## src/rtl/snake_head_mover_pkg.sv

```systemverilog
// rtl/snake_head_mover_pkg.sv - shared direction codes, FSM encoding and default grid sizes
package snake_pkg;

   // Direction codes as delivered by the button handler
   localparam logic [1:0] DIR_UP    = 2'b00;
   localparam logic [1:0] DIR_RIGHT = 2'b01;
   localparam logic [1:0] DIR_DOWN  = 2'b10;
   localparam logic [1:0] DIR_LEFT  = 2'b11;

   // Game FSM encoding
   typedef enum logic [1:0] {
      ST_IDLE = 2'd0,
      ST_RUN  = 2'd1,
      ST_OVER = 2'd2
   } state_t;

   // Default playfield and tick rate (10 Hz at 100 MHz)
   localparam int DEF_GRID_W   = 40;
   localparam int DEF_GRID_H   = 30;
   localparam int DEF_TICK_DIV = 10_000_000;

endpackage

```

## src/rtl/snake_head_mover_if.sv

```systemverilog
// rtl/snake_head_mover_if.sv - direction/head bus between button handler, head mover and body store
interface snake_head_mover_if
   import snake_pkg::*;
#(
   parameter int GRID_W = DEF_GRID_W,
   parameter int GRID_H = DEF_GRID_H
);
   localparam int XW = $clog2(GRID_W);
   localparam int YW = $clog2(GRID_H);

   logic [1:0]    dir;
   logic          start;
   logic          collide_body;
   logic [XW-1:0] head_x;
   logic [YW-1:0] head_y;
   logic          step;
   logic          gameOver;

   // Producer side: button handler / body store
   modport master (
      output dir, start, collide_body,
      input  head_x, head_y, step, gameOver
   );

   // Consumer side: the head mover
   modport slave (
      input  dir, start, collide_body,
      output head_x, head_y, step, gameOver
   );

endinterface

```

## src/rtl/snake_head_mover_game_tick_gen.sv

```systemverilog
// rtl/snake_head_mover_game_tick_gen.sv - game tick divider with enable, sync clear and terminal-count pulse
module game_tick_gen
   import snake_pkg::*;
#(
   parameter int TICK_DIV = DEF_TICK_DIV
) (
   input  logic clk,
   input  logic rst,
   input  logic en,
   input  logic clr,
   output logic tc
);
   localparam int CW = (TICK_DIV > 1) ? $clog2(TICK_DIV) : 1;
   localparam logic [CW-1:0] CNT_LAST = CW'(TICK_DIV - 1);

   logic [CW-1:0] cnt;

   assign tc = en && (cnt == CNT_LAST);

   // Count 0..TICK_DIV-1 while enabled; clear wins over counting
   always_ff @(posedge clk or posedge rst) begin
      if (rst) begin
         cnt <= '0;
      end else if (clr) begin
         cnt <= '0;
      end else if (en) begin
         cnt <= tc ? '0 : cnt + CW'(1);
      end
   end

endmodule

```

## src/rtl/snake_head_mover.sv

```systemverilog
// rtl/snake_head_mover.sv - snake head stepper with wall/body collision; SNAKE_WRAP_EN selects wrapping walls
module snake_head_mover
   import snake_pkg::*;
#(
   parameter int GRID_W   = DEF_GRID_W,
   parameter int GRID_H   = DEF_GRID_H,
   parameter int TICK_DIV = DEF_TICK_DIV
) (
   input  logic               CLK_100MHz,
   input  logic               RST,
   snake_head_mover_if.slave  bus
);
   localparam int XW = $clog2(GRID_W);
   localparam int YW = $clog2(GRID_H);
   localparam logic [XW-1:0] X_CTR = XW'(GRID_W / 2);
   localparam logic [YW-1:0] Y_CTR = YW'(GRID_H / 2);
   localparam logic [XW-1:0] X_MAX = XW'(GRID_W - 1);
   localparam logic [YW-1:0] Y_MAX = YW'(GRID_H - 1);

   state_t        state;
   logic [XW-1:0] head_x;
   logic [YW-1:0] head_y;
   logic          step_r;
   logic          game_over_r;
   logic          chk_body;      // high in the one cycle where collide_body is meaningful

   logic [XW-1:0] nxt_x;
   logic [YW-1:0] nxt_y;
   logic          wall_hit;
   logic          body_hit;
   logic          tick;
   logic          cnt_clr;

   assign bus.head_x   = head_x;
   assign bus.head_y   = head_y;
   assign bus.step     = step_r;
   assign bus.gameOver = game_over_r;

   // The body store answers for the new head cell one cycle after step is seen
   assign body_hit = (state == ST_RUN) && chk_body && bus.collide_body;

   // Counter freezes at 0 outside RUN and is cleared on the edge that leaves RUN
   assign cnt_clr = (state != ST_RUN) || body_hit || (tick && wall_hit);

   game_tick_gen #(
      .TICK_DIV (TICK_DIV)
   ) u_tick (
      .clk (CLK_100MHz),
      .rst (RST),
      .en  (state == ST_RUN),
      .clr (cnt_clr),
      .tc  (tick)
   );

   // Candidate next cell for the current direction, and whether it leaves the grid
   always_comb begin
      nxt_x    = head_x;
      nxt_y    = head_y;
      wall_hit = 1'b0;
      case (bus.dir)
         DIR_UP: begin
            if (head_y == '0) begin
`ifdef SNAKE_WRAP_EN
               nxt_y = Y_MAX;
`else
               wall_hit = 1'b1;
`endif
            end else begin
               nxt_y = head_y - YW'(1);
            end
         end
         DIR_RIGHT: begin
            if (head_x == X_MAX) begin
`ifdef SNAKE_WRAP_EN
               nxt_x = '0;
`else
               wall_hit = 1'b1;
`endif
            end else begin
               nxt_x = head_x + XW'(1);
            end
         end
         DIR_DOWN: begin
            if (head_y == Y_MAX) begin
`ifdef SNAKE_WRAP_EN
               nxt_y = '0;
`else
               wall_hit = 1'b1;
`endif
            end else begin
               nxt_y = head_y + YW'(1);
            end
         end
         default: begin
            if (head_x == '0) begin
`ifdef SNAKE_WRAP_EN
               nxt_x = X_MAX;
`else
               wall_hit = 1'b1;
`endif
            end else begin
               nxt_x = head_x - XW'(1);
            end
         end
      endcase
   end

   // Game FSM with registered head, step and gameOver
   always_ff @(posedge CLK_100MHz or posedge RST) begin
      if (RST) begin
         state       <= ST_IDLE;
         head_x      <= X_CTR;
         head_y      <= Y_CTR;
         step_r      <= 1'b0;
         game_over_r <= 1'b0;
         chk_body    <= 1'b0;
      end else begin
         step_r   <= 1'b0;
         chk_body <= step_r;
         case (state)
            ST_IDLE: begin
               head_x <= X_CTR;
               head_y <= Y_CTR;
               if (bus.start) begin
                  state <= ST_RUN;
               end
            end
            ST_RUN: begin
               if (body_hit) begin
                  state       <= ST_OVER;
                  game_over_r <= 1'b1;
               end else if (tick) begin
                  if (wall_hit) begin
                     state       <= ST_OVER;
                     game_over_r <= 1'b1;
                  end else begin
                     head_x <= nxt_x;
                     head_y <= nxt_y;
                     step_r <= 1'b1;
                  end
               end
            end
            ST_OVER: begin
               if (bus.start) begin
                  state       <= ST_RUN;
                  game_over_r <= 1'b0;
                  head_x      <= X_CTR;
                  head_y      <= Y_CTR;
               end
            end
            default: begin
               state <= ST_IDLE;
            end
         endcase
      end
   end

endmodule
```

## src/flat_wrapper.sv

```systemverilog
// flat-port wrapper written by rule: the top's interface ports become plain ports
module snake_head_mover_flat import snake_pkg::*;
#(
   parameter int GRID_W   = DEF_GRID_W,
   parameter int GRID_H   = DEF_GRID_H,
   parameter int TICK_DIV = DEF_TICK_DIV
)
  (CLK_100MHz, RST, bus_dir, bus_start, bus_collide_body, bus_head_x, bus_head_y, bus_step, bus_gameOver);
  snake_head_mover_if #(.GRID_W(GRID_W), .GRID_H(GRID_H)) bus_i ();
  input  logic CLK_100MHz;
  input  logic RST;
  input wire logic [$bits(bus_i.dir)-1:0] bus_dir;
  input wire logic [$bits(bus_i.start)-1:0] bus_start;
  input wire logic [$bits(bus_i.collide_body)-1:0] bus_collide_body;
  output wire logic [$bits(bus_i.head_x)-1:0] bus_head_x;
  output wire logic [$bits(bus_i.head_y)-1:0] bus_head_y;
  output wire logic [$bits(bus_i.step)-1:0] bus_step;
  output wire logic [$bits(bus_i.gameOver)-1:0] bus_gameOver;
  assign bus_i.dir = bus_dir;
  assign bus_i.start = bus_start;
  assign bus_i.collide_body = bus_collide_body;
  assign bus_head_x = bus_i.head_x;
  assign bus_head_y = bus_i.head_y;
  assign bus_step = bus_i.step;
  assign bus_gameOver = bus_i.gameOver;
  snake_head_mover #(.GRID_W(GRID_W), .GRID_H(GRID_H), .TICK_DIV(TICK_DIV)) u_core (.CLK_100MHz(CLK_100MHz), .RST(RST), .bus(bus_i));
endmodule
```

## config.mk

```make
export PLATFORM = sky130hd
export DESIGN_NAME = snake_head_mover_flat
export DESIGN_NICKNAME = d
export VERILOG_FILES = /design/src/rtl/snake_head_mover_pkg.sv /design/src/rtl/snake_head_mover_if.sv /design/src/rtl/snake_head_mover_game_tick_gen.sv /design/src/rtl/snake_head_mover.sv /design/src/flat_wrapper.sv
export SDC_FILE = /design/constraint.sdc
export NUM_CORES = 1
export LEC_CHECK = 0
export CAP_MARGIN = 20
export CORE_MARGIN = 10
export CORE_UTILIZATION = 40
export CTS_CLUSTER_DIAMETER = 50
export DETAILED_ROUTE_END_ITERATION = 8
export GPL_TIMING_DRIVEN = 1
export HOLD_SLACK_MARGIN = 0.15
export PLACE_DENSITY_LB_ADDON = 0.15
export SLEW_MARGIN = 20
export SYNTH_ARGS = -nofsm -noshare
export SYNTH_HDL_FRONTEND = slang
export SYNTH_HIERARCHICAL = 1
export SYNTH_SLANG_ARGS = --single-unit
export TNS_END_PERCENT = 100
```

## constraint.sdc

```tcl
create_clock -name CLK_100MHz -period 6 [get_ports CLK_100MHz]
set_input_delay 0.6 -clock CLK_100MHz [delete_from_list [all_inputs] [get_ports CLK_100MHz]]
set_output_delay 0.6 -clock CLK_100MHz [all_outputs]
set_load 0.005 [all_outputs]
```

==> run metrics <==
maximum vdd ir drop=0.220 mV; Max Root-Sink Buffers=2; Yosys cell types=54; synthesis-stage register bit count=40; final setup vio count=0; pin slew with the least headroom to its limit=0.910 ns; Initial Util=41.7%; # port buffers=18; Mapped Cells=264; fin area=2820 um2; post-synthesis sequential area ratio=40.4%; hold_buf cts=0; Starting DRT DRC Count=98; Tmin final=3.76 ns; Worst Path Max Fanout=19; fmax=0.266 GHz; Die H=99.0 um; nets=299; WL met2=2440 um; prevailing post-synth register cell=dfrtp_1; run status=complete, no violations; worst-skew pair later-pin latency=0.29 ns; # diodes=0; Final Hold Viols=0; syn avg cell area=9.46 um2; Clock Tree Root=clkbuf_8; met3 WL=163 um; critical-path cell list=nand2b_1, clkinv_4, nand2_1, or2_2, nor3_1, a21o_1, o211ai_1, or3_1, or4_1, a21oi_1; final WL=5650 um; CTS HTree Levels=2; largest net degree at the start of global routing=25; Gates resized, CTS repair=0; CTS Sinks=40; CTS buffer count=5; Core ar.=5990 um2; Hold Crit Depth=0; initial antenna violation count=0; CTS clock-pin slew for the worst setup and hold paths=0.08 ns; Setup crit end kind=flop; Crit path arrival time=3.97 ns; share of cells above drive strength 1=9.15%; vias=2038; Detail Placement HPWL=4040 um; Synth Net Count=280; GRT Residual Overflow=0; vias in the first global route=1975; Highest Signal Layer=met4; share of the synthesized area in the top cell type=34.1%; Synth Cell Area=2500 um2; drt drc=0; Required @ worst endpoint=6.21 ns; area post-placement=2730 um2; RSZ-0062 raised after global routing=false; Tcrit/Tclk final=62.6%; GP Congestion=0.789; Die Width=99.0 um; WL/cell=15.7 um; post-placement cell count=351; Leak Pwr=0.00109 uW; worst-case reg-to-reg path depth=10; total track usage=11.9%; CP Launch Type=flop; Async SR Flop Fraction=100%; worst hold-check path type=reg2reg; path type of the worst setup path=reg2reg; DRT Pass-1 Iters=4; ranking of synthesized cells by area=dfrtp_1 (34%), dfstp_2 (6.3%), a21oi_1 (4.4%); Synth warnings=6; DRT antenna net count=0; WL met1=3000 um; number of max-cap violations=0; CTS tree=done; setup bufs post-CTS=0; Layout area overhead=12.8%; row cnt=28; skew final=0.00590 ns; Slew Viols, Final=0; setup TNS=0 ns; Die ar.=9800 um2; Vias/cell=5.68; post-route insts no fill=359; post-synth top area cell=dfrtp_1; I/O pin total=19; Crit-path slowest cell=or4_1; Rel. slew slack=39.2%; first-pass GRT wire length=9950 um; PD cells=340 nW/um2; number of synthesized flops with an enable pin=0; Worst path max stage delay=0.53 ns
==> through the flow <==
stage                     setup slack, ns  total power (uW)  hold WS (ns)  utilization (%)
after detailed placement             1.97               778         0.392             45.5
after global routing                 2.01              1040         0.428             47.0
final                                2.24               956         0.401             47.0
after global placement               2.12               773         0.394             45.5
after floorplan                      2.83               652         0.376                -
after CTS                            2.25               967         0.414             47.0
==> area by class of cell <==
cell class | count | area [um2]
Fill cell | 584 | 3180
Sequential cell | 40 | 1010
Timing Repair Buffer | 19 | 188
Clock buffer | 8 | 90.1
Tap cell | 75 | 93.8
Inverter | 18 | 72.6
Multi-Input combinational cell | 199 | 1360
==> state kept, by name, indices dropped and copies added, names as in the netlist <==
name                 count
u_core/bus.step          1
u_core/state             2
u_core/bus.head_x        6
u_core/bus.gameOver      1
u_core/u_tick/cnt       24
u_core/bus.head_y        5
u_core/chk_body          1
==> metal layers <==
layer,track usage [%],up-vias
met5,0,-
met4,3.86,0
met3,2.72,6
met2,17.1,24
met1,17.1,993
li1,-,1015
==> power by group <==
group / internal, uW / switching, uW / leakage [uW] / total, uW
combinational: 169 / 230 / 0.000520 / 399
sequential: 320 / 54.4 / 0.000526 / 374
clock: 93.8 / 89.2 / 0.0000455 / 183
total: 582 / 374 / 0.00109 / 956
==> path summary, 6_finish.rpt <==
| kind | slack [ns] | endpoint | from |
|---|---|---|---|
| worst max-delay path | 2.24 | u_core/u_tick/cnt[23] | u_core/state[1] |
| worst min-delay path | 0.40 | u_core/chk_body | u_core/bus.step |
| worst max register to register | 2.24 | u_core/u_tick/cnt[23] | u_core/state[1] |
| worst min register to register | 0.40 | u_core/chk_body | u_core/bus.step |
| max in group asynchronous | 4.60 | u_core/u_tick/cnt[16] | RST |
| min in group asynchronous | 0.73 | u_core/bus.gameOver | RST |
==> critical path: cells and delay by family, from the launching register on <==
family                 cells  cell delay (ns)
and+or+nand+nor            6             2.23
AOI/OAI and AO/OA          3             0.77
DFF                        1             0.43
buffers and inverters      1             0.25
==> layout by cell type (no fill, tap or decap), types with 7 or more instances in the layout <==
master | synthesis | layout
a21oi_1 | 22 | 22
clkdlybuf4s50_1 | 0 | 18
dfrtp_1 | 34 | 34
ha_1 | 8 | 8
inv_1 | 17 | 17
nand2_1 | 12 | 12
nand3_1 | 12 | 12
nand4_1 | 8 | 8
nor2_1 | 23 | 23
o21ai_0 | 14 | 14
o31ai_1 | 8 | 7
or4_1 | 9 | 9
xnor2_1 | 10 | 10
==> cells by family (layout without fill, tap and decap cells) <==
logic type / count (synthesis) / after routing / synth area share (%)
AO/OA/AOI/OAI: 68 / 68 / 18.2
AND/OR/NAND/NOR: 105 / 105 / 25.0
flip-flops: 40 / 40 / 40.4
adder cells (fa/ha/maj): 10 / 10 / 5.61
XOR/XNOR: 16 / 16 / 5.61
buffers and inverters: 25 / 45 / 5.21
==> synth_stat cells, types with 2 or more instances <==
master / count
xor2_1: 6
a21o_1: 5
nand2b_1: 5
ha_1: 8
or3_1: 4
a21oi_1: 22
nor4b_1: 4
nand4_1: 8
a31oi_1: 5
o21ai_0: 14
and4_1: 2
nand2_1: 12
nor3_1: 6
nor4_1: 5
a211oi_1: 2
buf_6: 3
clkbuf_1: 2
nand4b_1: 2
nor2_1: 23
dfrtp_1: 34
xnor2_1: 10
dfstp_2: 6
inv_1: 17
or4_1: 9
fa_1: 2
nand3_1: 12
o311ai_0: 2
o31ai_1: 8
(Power assumes the default switching activity.)
